==> config.mk <==
export PLATFORM = sky130hd
export DESIGN_NAME = input_conditioner
export DESIGN_NICKNAME = d
export VERILOG_FILES = /design/src/rtl/input_conditioner_pkg.sv /design/src/rtl/sync_chain.sv /design/src/rtl/input_conditioner.sv
export SDC_FILE = /design/constraint.sdc
export NUM_CORES = 1
export LEC_CHECK = 0
export CAP_MARGIN = 10
export CELL_PAD_IN_SITES_DETAIL_PLACEMENT = 1
export CELL_PAD_IN_SITES_GLOBAL_PLACEMENT = 2
export CORE_MARGIN = 3
export CORE_UTILIZATION = 39
export DETAILED_ROUTE_END_ITERATION = 8
export DONT_BUFFER_PORTS = 1
export PLACE_DENSITY_LB_ADDON = 0.1
export SKIP_CTS_REPAIR_TIMING = 1
export SLEW_MARGIN = 40
export SYNTH_ARGS = -nofsm -noshare
export SYNTH_HDL_FRONTEND = slang
export SYNTH_SLANG_ARGS = --single-unit
==> constraint.sdc <==
create_clock -name clk -period 4.12 [get_ports clk]
set_input_delay 0.824 -clock clk [delete_from_list [all_inputs] [get_ports clk]]
set_output_delay 0.824 -clock clk [all_outputs]
set_load 0.03 [all_outputs]
==> src/rtl/input_conditioner_pkg.sv <==
// Shared defaults and helpers for the input conditioner (synchroniser + debounce + edge detect).
// Pure constants and functions; no timing or flow control involved.
package input_conditioner_pkg;

    localparam int CHANNELS_DEF = 8;
    localparam int STAGES_DEF   = 3;
    localparam int DEBOUNCE_DEF = 4;

    // Widest vector popcount accepts; callers zero-extend to this width.
    localparam int POP_MAX_W = 64;

    function automatic int cnt_w(input int n);
        return $clog2(n + 1);
    endfunction

    function automatic int popcount(input logic [POP_MAX_W-1:0] v);
        int n;
        n = 0;
        for (int i = 0; i < POP_MAX_W; i++) begin
            if (v[i]) begin
                n++;
            end
        end
        return n;
    endfunction

endpackage

==> src/rtl/sync_chain.sv <==
// WIDTH-bit, STAGES-deep synchroniser with per-bit reset value.
// Latency STAGES cycles; always shifts, no backpressure.
module sync_chain #(
    parameter int               WIDTH     = 1,
    parameter int               STAGES    = 2,
    parameter logic [WIDTH-1:0] RESET_VAL = '0
) (
    input  logic             clk,
    input  logic             reset,
    input  logic [WIDTH-1:0] d,
    output logic [WIDTH-1:0] q
);

    logic [WIDTH-1:0] stage [STAGES];

    always_ff @(posedge clk or negedge reset) begin
        if (!reset) begin
            for (int k = 0; k < STAGES; k++) begin
                stage[k] <= RESET_VAL;
            end
        end else begin
            stage[0] <= d;
            for (int k = 1; k < STAGES; k++) begin
                stage[k] <= stage[k-1];
            end
        end
    end

    assign q = stage[STAGES-1];

endmodule

==> src/rtl/input_conditioner.sv <==
// Per-channel synchronise, debounce and edge-detect of raw board inputs, plus popcount of levels.
// Latency STAGES+DEBOUNCE cycles to y/rise/fall/count; en=0 freezes debounce state, no backpressure.
module input_conditioner
    import input_conditioner_pkg::*;
#(
    parameter int                  CHANNELS  = CHANNELS_DEF,
    parameter int                  STAGES    = STAGES_DEF,
    parameter int                  DEBOUNCE  = DEBOUNCE_DEF,
    parameter logic [CHANNELS-1:0] RESET_VAL = '0
) (
    input  logic                          clk,
    input  logic                          reset,
    input  logic                          en,
    input  logic [CHANNELS-1:0]           a,
    output logic [CHANNELS-1:0]           y,
    output logic [CHANNELS-1:0]           rise,
    output logic [CHANNELS-1:0]           fall,
    output logic [cnt_w(CHANNELS)-1:0]    count
);

    localparam int             CW        = cnt_w(CHANNELS);
    localparam int             DW        = cnt_w(DEBOUNCE);
    localparam logic [DW-1:0]  CNT_LAST  = DW'(DEBOUNCE - 1);
    localparam logic [CW-1:0]  COUNT_RST = CW'(popcount(POP_MAX_W'(RESET_VAL)));

    logic [CHANNELS-1:0] s;
    logic [CHANNELS-1:0] y_next;
    logic [DW-1:0]       cnt      [CHANNELS];
    logic [DW-1:0]       cnt_next [CHANNELS];

    sync_chain #(
        .WIDTH     (CHANNELS),
        .STAGES    (STAGES),
        .RESET_VAL (RESET_VAL)
    ) u_sync (
        .clk   (clk),
        .reset (reset),
        .d     (a),
        .q     (s)
    );

    // A disagreement must persist DEBOUNCE consecutive enabled cycles; any agreement restarts it.
    always_comb begin
        y_next = y;
        for (int i = 0; i < CHANNELS; i++) begin
            cnt_next[i] = cnt[i];
            if (en) begin
                if (s[i] == y[i]) begin
                    cnt_next[i] = '0;
                end else if (cnt[i] == CNT_LAST) begin
                    y_next[i]   = s[i];
                    cnt_next[i] = '0;
                end else begin
                    cnt_next[i] = cnt[i] + DW'(1);
                end
            end
        end
    end

    // Edges and count derive from y_next so they line up with the cycle y changes.
    always_ff @(posedge clk or negedge reset) begin
        if (!reset) begin
            y     <= RESET_VAL;
            rise  <= '0;
            fall  <= '0;
            count <= COUNT_RST;
            for (int i = 0; i < CHANNELS; i++) begin
                cnt[i] <= '0;
            end
        end else begin
            y     <= y_next;
            rise  <= y_next & ~y;
            fall  <= ~y_next & y;
            count <= CW'(popcount(POP_MAX_W'(y_next)));
            for (int i = 0; i < CHANNELS; i++) begin
                cnt[i] <= cnt_next[i];
            end
        end
    end

endmodule
== After elaboration in Yosys (flattened, before gate mapping) ==
Index checks and enable logic that the tools add are counted.
Storage, ports and cells
  register bits after elaboration: 76
  logic and storage cells: 98
  input bits: 11
  output and inout bits: 28
Cells by class
  equal/unequal tests: 16
  bitwise gates (word level): 4
  muxes and demuxes: 48
  add/subtract/negate cells: 15
Operator list (number)
  two-way mux 3 bit: 16
  two-way mux 4 bit: 7
  two-way mux 1 bit: 25
  adder 3 x 1 -> 3 bit, second input constant: 8
  adder 4 x 2 -> 4 bit, second input constant: 6
  equality test 3 x 2 -> 1 bit, second input constant: 8
  AND 8 bit: 2
  inverter 8 bit: 2
  equality test 1 bit: 8
  adder 1 x 1 -> 2 bit, second input constant: 1

== Logic depth before layout (Yosys ltp) ==
Gate-level depths: netlist (run 1).
  depth after elaboration: 19
  mapped depth: 21
  depth with buffers taken out: 21

== Hierarchy ==
From an unflattened synthesis (run 1), not the netlist that was laid out.
Unflattened totals
  cell total of the unflattened synthesis: 314
  area total of the unflattened synthesis: 3636.0 sq um
Modules (own cells, without submodules)
  input_conditioner: times used 1, area each 2975.4 sq um, seq. area each 1301.2 sq um, cells each 282
  sync_chain: times used 1, area each 660.6 sq um, seq. area each 600.6 sq um, cells each 32

== Least setup slack after synthesis (run 1) ==
Ideal clock, no wire load.
  kind: input -> register
  from: input port en
  to: register count[2]
  arrival: 4324 ps
  library setup time: 80 ps
  setup slack: -284 ps
  buffers on the path: 1
  stages: 19
  data required time: 4040 ps
  cells stage by stage: buf_6 nand3b_4 mux2i_2 inv_2 ha_1 nor4_2 a211oi_2 inv_1 nor2_1 ha_1 xnor3_1 nand2_1 o211ai_2 ha_1 mux2_2 ha_1 nand2_1 xnor2_1 xnor2_1
Between the ends
  cells in the longest elaborated chain, start to end: 16
  elaborated cells on any way between the ends: 23
  classes of those cells: add/sub (7); mux (16)
RTL lines
  start, declared: line input_conditioner.sv:13  | input logic en,
  two-way mux 1 bit *: line input_conditioner.sv:47  | if (en) begin
  named net y_next[0]: line input_conditioner.sv:27  | logic [CHANNELS-1:0] y_next;
  two-way mux 1 bit *: line input_conditioner_pkg.sv:20  | if (v[i]) begin
  adder 1 x 1 -> 2 bit: line input_conditioner_pkg.sv:21  | n++;
  two-way mux 4 bit *: line input_conditioner_pkg.sv:20
  adder 4 x 2 -> 4 bit: line input_conditioner_pkg.sv:21
  two-way mux 4 bit *: line input_conditioner_pkg.sv:20
  adder 4 x 2 -> 4 bit: line input_conditioner_pkg.sv:21
  two-way mux 4 bit *: line input_conditioner_pkg.sv:20
  adder 4 x 2 -> 4 bit: line input_conditioner_pkg.sv:21
  two-way mux 4 bit *: line input_conditioner_pkg.sv:20
  adder 4 x 2 -> 4 bit: line input_conditioner_pkg.sv:21
  two-way mux 4 bit *: line input_conditioner_pkg.sv:20
  adder 4 x 2 -> 4 bit: line input_conditioner_pkg.sv:21
  two-way mux 4 bit *: line input_conditioner_pkg.sv:20
  adder 4 x 2 -> 4 bit: line input_conditioner_pkg.sv:21
  two-way mux 4 bit *: line input_conditioner_pkg.sv:20
  end signal, assigned: line input_conditioner.sv:74  | count <= CW'(popcount(POP_MAX_W'(y_next)));
  end, declared: line input_conditioner.sv:18  | output logic [cnt_w(CHANNELS)-1:0] count
Mark *: on every way through the listed nets, which the timed path passes. The rest lies on a longest branch.
A chain may end at the register's enable or synchronous reset.

== Final worst setup path (run 1) ==
  from: register cnt[21] in the netlist's numbering
  to: register count[2]
Between the ends
  cells in the longest elaborated chain, start to end: 19
RTL lines
  start, declared: line input_conditioner.sv:28  | logic [DW-1:0] cnt [CHANNELS];
  start signal, assigned by index: line input_conditioner.sv:76  | cnt[i] <= cnt_next[i];
  equality test 3 x 2 -> 1 bit *: line input_conditioner.sv:50  | end else if (cnt[i] == CNT_LAST) begin
  two-way mux 1 bit *: line input_conditioner.sv:50
  two-way mux 1 bit *: line input_conditioner.sv:48  | if (s[i] == y[i]) begin
  two-way mux 1 bit *: line input_conditioner.sv:47
  named net y_next[0]: line input_conditioner.sv:27
  two-way mux 1 bit *: line input_conditioner_pkg.sv:20
  adder 1 x 1 -> 2 bit: line input_conditioner_pkg.sv:21
  two-way mux 4 bit *: line input_conditioner_pkg.sv:20
  [4 not listed]
  adder 4 x 2 -> 4 bit: line input_conditioner_pkg.sv:21
  two-way mux 4 bit *: line input_conditioner_pkg.sv:20
  adder 4 x 2 -> 4 bit: line input_conditioner_pkg.sv:21
  two-way mux 4 bit *: line input_conditioner_pkg.sv:20
  adder 4 x 2 -> 4 bit: line input_conditioner_pkg.sv:21
  two-way mux 4 bit *: line input_conditioner_pkg.sv:20
  adder 4 x 2 -> 4 bit: line input_conditioner_pkg.sv:21
  two-way mux 4 bit *: line input_conditioner_pkg.sv:20
Marks and branches as above.

==> out/metrics.sh, run 1 <==
GRT_PASS1_WL_MM=11.34
CTS_SINKS=76
INITIALDRTVIOLATIONCOUNT=64
SLEW_VIOLATIONS=0
WORST_PIN_SLEW_NS=0.6059
SYN-INSTANCE-COUNT=289
LEAKAGEPOWER_nW=1.799
SYNTH.NET_COUNT=313
SYNTH.LIB_CELLS_USED.DISTINCT=54
GRT_PASS1_VIAS=2227
TIMING.SETUP.CRITICAL_PATH_CLASS='reg -> reg'
FINAL_UTIL_PCT=45.32
SHARE_OF_THE_CLOCK_PERIOD_USED_BY_THE_WORST_PATH_PCT=92.79
SYNTH-SEQ-CELLS=76
ENDPOINT_KIND='register'
SYN-CELL-AREA_MM2=0.003545
LAYOUT.CELLS.MOST_COMMON_LIST='76 x sky130_fd_sc_hd__dfrtp_1, 20 x sky130_fd_sc_hd__inv_1, 20 x sky130_fd_sc_hd__nand2_1, 18 x sky130_fd_sc_hd__nor2_1, 16 x sky130_fd_sc_hd__nor3b_1'
CTS-HTREE-LEVELS=3
ROWS=34
REGTOREGSTARTPOINT='cnt[21]'
FP.DIEH_UM=101.3
REGISTER_TO_REGISTER_PATH_SETUP_SLACK_NS=0.30
TOP_USAGE_LAYER='met2'
INITIAL_ANTENNA_VIOLATION_COUNT=0
DIE_AREA_MM2=0.01027
WORST-PATH-MAX-FANOUT=6
CRIT_PATH_START_KIND='register'
GRT-OVFL-TOTAL=0
AVGROUTEDWIREPERCELL_UM=15.74
CTS_BUF_COUNT=9
FF_LATCH_AREA_MM2=0.001902
CTS_TREE='done'
FINALSETUPVIOLCOUNT=0
AVGVIACOUNTPERCELL=5.106
CORE_FOOTPRINT_MM2=0.008763
ASYNC_SET_OR_RESET_FLOP_FRACTION_IN_THE_SYNTHESIZED_NETLIST_PCT=100.0
TRACK_USAGE_PCT=14.44
REPORT.POWER.TOTAL_mW=3.910
CLK_LATENCY_NS=0.35
FINAL_ANTENNA_NET_COUNT=0
DETAILEDROUTE.FIRSTPASSITERATIONCOUNT=4
FINCLKSKEW_NS=0.01146
LAYOUT.CELLS.MOST_COMMON='sky130_fd_sc_hd__dfrtp_1'
SYNTH-SEQ-AREA-SHARE_PCT=53.65
MULTI_INPUT_COMB_AREA_MM2=0.001563
FINALHOLDWORSTSLACK_NS=0.1587
CTSROOTBUFFERMASTER='sky130_fd_sc_hd__clkbuf_8'
R2R_END='count[2]'
DETAILED_PLACE_HPWL_MM=4.587
CTS.PATH.MAX_BUFFERS=2
REGISTER_CLOCK_PIN_SLEW_ON_THE_REPORTED_WORST_SETUP_AND_HOLD_PATHS_NS=0.08
LAYOUTNONFILLERINSTCOUNT=416
IR_DROP_mV=0.4777
ROUTED-VIA-COUNT=2124
WORSTREGTOREGCELLS=19
CAP_VIOLATIONS=0
YOSYS_WARNINGS=0
GRT.MET2_USAGE_PCT=21.03
EDFF_COUNT_SYNTH=0
FINAL_ESTIMATED_ROUTING_CONGESTION_IN_GLOBAL_PLACEMENT=0.7532
PORT_BUFFERS=0
HOLD_VIOL_FINAL=0
GRT_MET1_USE_PCT=20.33
DETAILED_ROUTE_WIRE_LENGTH_MM=6.547
FIN_NETS=327
FLOORPLAN.INITIALDENSITY_PCT=40.45
BOUNDARYPINS=39
WORSTHOLDPATHTYPE='in -> async'
PLACED_CELLS=399
FINAL_LAYOUT_SIZE_SUFFIX_GT1_SHARE_PCT=21.43
TIMING.SLEW.HEADROOM_PCT=58.45
DIODES=0
LEADING_REGISTER_CELL_TYPE_OUT_OF_SYNTHESIS='sky130_fd_sc_hd__dfrtp_1'
MAXIMUM_NUMBER_OF_PINS_ON_ONE_NET_BEFORE_GLOBAL_ROUTE_REPAIR=77
ACHIEVABLE-FREQUENCY_MHz=261.6
OUTCOME='finished, final reports clean'
TIMING.CRITICAL_PATH.REQUIRED_NS=4.40
MIN_CLOCK_PERIOD_POST_ROUTE_NS=3.823
CP_DATA_ARRIVAL_TIME_NS=4.10
N_FILL_CELL=922
USE_MET3_PCT=3.444
AREA_GROWTH_SYN_TO_LAYOUT_PCT=12.04
POWER_PER_CELL_AREA_mW_PER_MM2=984.6
FINALSETUPTNS_NS=0
DRC_ERRORS=0
POST_SYNTH.CELL_AREA_AVG_UM2=12.27
DIE_X_UM=101.3
-- where the power goes --
part,switching (mW),internal [mW],leakage (nW)
combinational,1.11,1.03,0.722
clock,0.282,0.360,0.106
sequential,0.240,0.889,0.971
-- worst max path at each step --
| stage | startpoint | end | slack, ns |
|---|---|---|---|
| 2_1_floorplan | en | count[2] | 0.10 |
| 3_3_place_gp | en | count[2] | 0.14 |
| 3_5_place_dp | en | count[2] | 0.06 |
| 4_1_cts | cnt[21] | count[2] | 0.20 |
| 5_1_grt | cnt[21] | count[2] | -0.006 |
| 6_report | cnt[21] | count[2] | 0.30 |
-- worst max-delay path, cell delays in order, from the launching register on --
cell and delay, ns:
sky130_fd_sc_hd__dfrtp_1 0.39, sky130_fd_sc_hd__ha_1 0.26, sky130_fd_sc_hd__nand3b_4 0.13, sky130_fd_sc_hd__mux2i_4 0.25, sky130_fd_sc_hd__inv_2 0.10, sky130_fd_sc_hd__ha_4 0.35
sky130_fd_sc_hd__nor3_1 0.07, sky130_fd_sc_hd__o21ai_1 0.21, sky130_fd_sc_hd__nand2_2 0.13, sky130_fd_sc_hd__nor2_2 0.13, sky130_fd_sc_hd__ha_1 0.25, sky130_fd_sc_hd__xnor3_1 0.18
sky130_fd_sc_hd__nand2_1 0.08, sky130_fd_sc_hd__o211ai_2 0.10, sky130_fd_sc_hd__ha_1 0.29, sky130_fd_sc_hd__mux2_2 0.28, sky130_fd_sc_hd__ha_1 0.20, sky130_fd_sc_hd__nand2_1 0.07
sky130_fd_sc_hd__xnor2_1 0.14, sky130_fd_sc_hd__xnor2_1 0.13
-- metal layers --
metal,part of all wire (%),vias to the layer above
met5,0,-
met4,1.8,0
met3,3.5,10
met2,45,31
met1,49,1070
li1,-,1013
-- cells by family after synthesis --
kind of cell	share of synthesized area (%)
simple gates	15.67
compound gates	8.859
xor+xnor	8.013
fa+ha+maj	4.589
mux	5.824
flops	53.65
buf+inv	3.388
-- layout make-up --
cell class                 count  area share [%]
inverter                      23           2.174
tap                          108           3.403
clock inverter                 5           2.111
timing repair buffer           8           1.512
sequential                    76           47.89
multi-input combinational    185           39.35
clock buffer                  11           3.560
-- synthesized netlist by cell type (2+ instances only) --
cell,count,area [um2]
sky130_fd_sc_hd__dfrtp_1,76,1902
sky130_fd_sc_hd__inv_1,20,75.07
sky130_fd_sc_hd__nand2_1,20,75.07
sky130_fd_sc_hd__nor2_1,19,71.32
sky130_fd_sc_hd__nor3b_1,16,120.1
sky130_fd_sc_hd__ha_1,13,162.7
sky130_fd_sc_hd__xnor2_1,13,113.9
sky130_fd_sc_hd__mux2_2,10,112.6
sky130_fd_sc_hd__o22ai_1,9,56.30
sky130_fd_sc_hd__a21o_1,7,52.55
sky130_fd_sc_hd__nand3_1,6,30.03
sky130_fd_sc_hd__o21a_1,6,45.04
sky130_fd_sc_hd__o21ai_0,5,25.02
sky130_fd_sc_hd__a21oi_1,4,20.02
sky130_fd_sc_hd__and2_1,4,25.02
sky130_fd_sc_hd__nand3b_1,4,30.03
sky130_fd_sc_hd__nor3_1,4,20.02
sky130_fd_sc_hd__clkbuf_1,3,11.26
sky130_fd_sc_hd__inv_2,3,11.26
sky130_fd_sc_hd__o21ai_1,3,15.01
sky130_fd_sc_hd__a22oi_1,2,15.01
sky130_fd_sc_hd__and3_1,2,12.51
sky130_fd_sc_hd__buf_6,2,22.52
sky130_fd_sc_hd__mux2i_1,2,20.02
sky130_fd_sc_hd__mux2i_4,2,45.04
sky130_fd_sc_hd__nand2_2,2,12.51
sky130_fd_sc_hd__nand2b_1,2,12.51
sky130_fd_sc_hd__nand3b_2,2,22.52
sky130_fd_sc_hd__nand3b_4,2,40.04
sky130_fd_sc_hd__xor2_4,2,55.05
-- state kept, by name, summed over array words and instances (netlist names) --
signal        flops
fall              8
u_sync.stage     16
u_sync.q          8
count             4
rise              8
cnt              24
y                 8
-- metrics by stage --
step | instance area [um2] | worst slack [ns]
after global routing | 3971 | -0.005648
after global placement | 3729 | 0.1430
final | 3971 | 0.2969
after CTS | 3954 | 0.1955
after floorplan | 3575 | 0.1040
after detailed placement | 3729 | 0.06317
No activity file was read; power rests on OpenSTA's default activity.
==> inputs of run 2 (changes only) <==
--- a/config.mk
+++ b/config.mk
@@ -18,3 +18,4 @@
 export SYNTH_ARGS = -nofsm -noshare
 export SYNTH_HDL_FRONTEND = slang
 export SYNTH_SLANG_ARGS = --single-unit
+export TNS_END_PERCENT = 100
==> results of run 2 <==
Same layout as run 1: the final DEF is identical, and so are final timing and power.
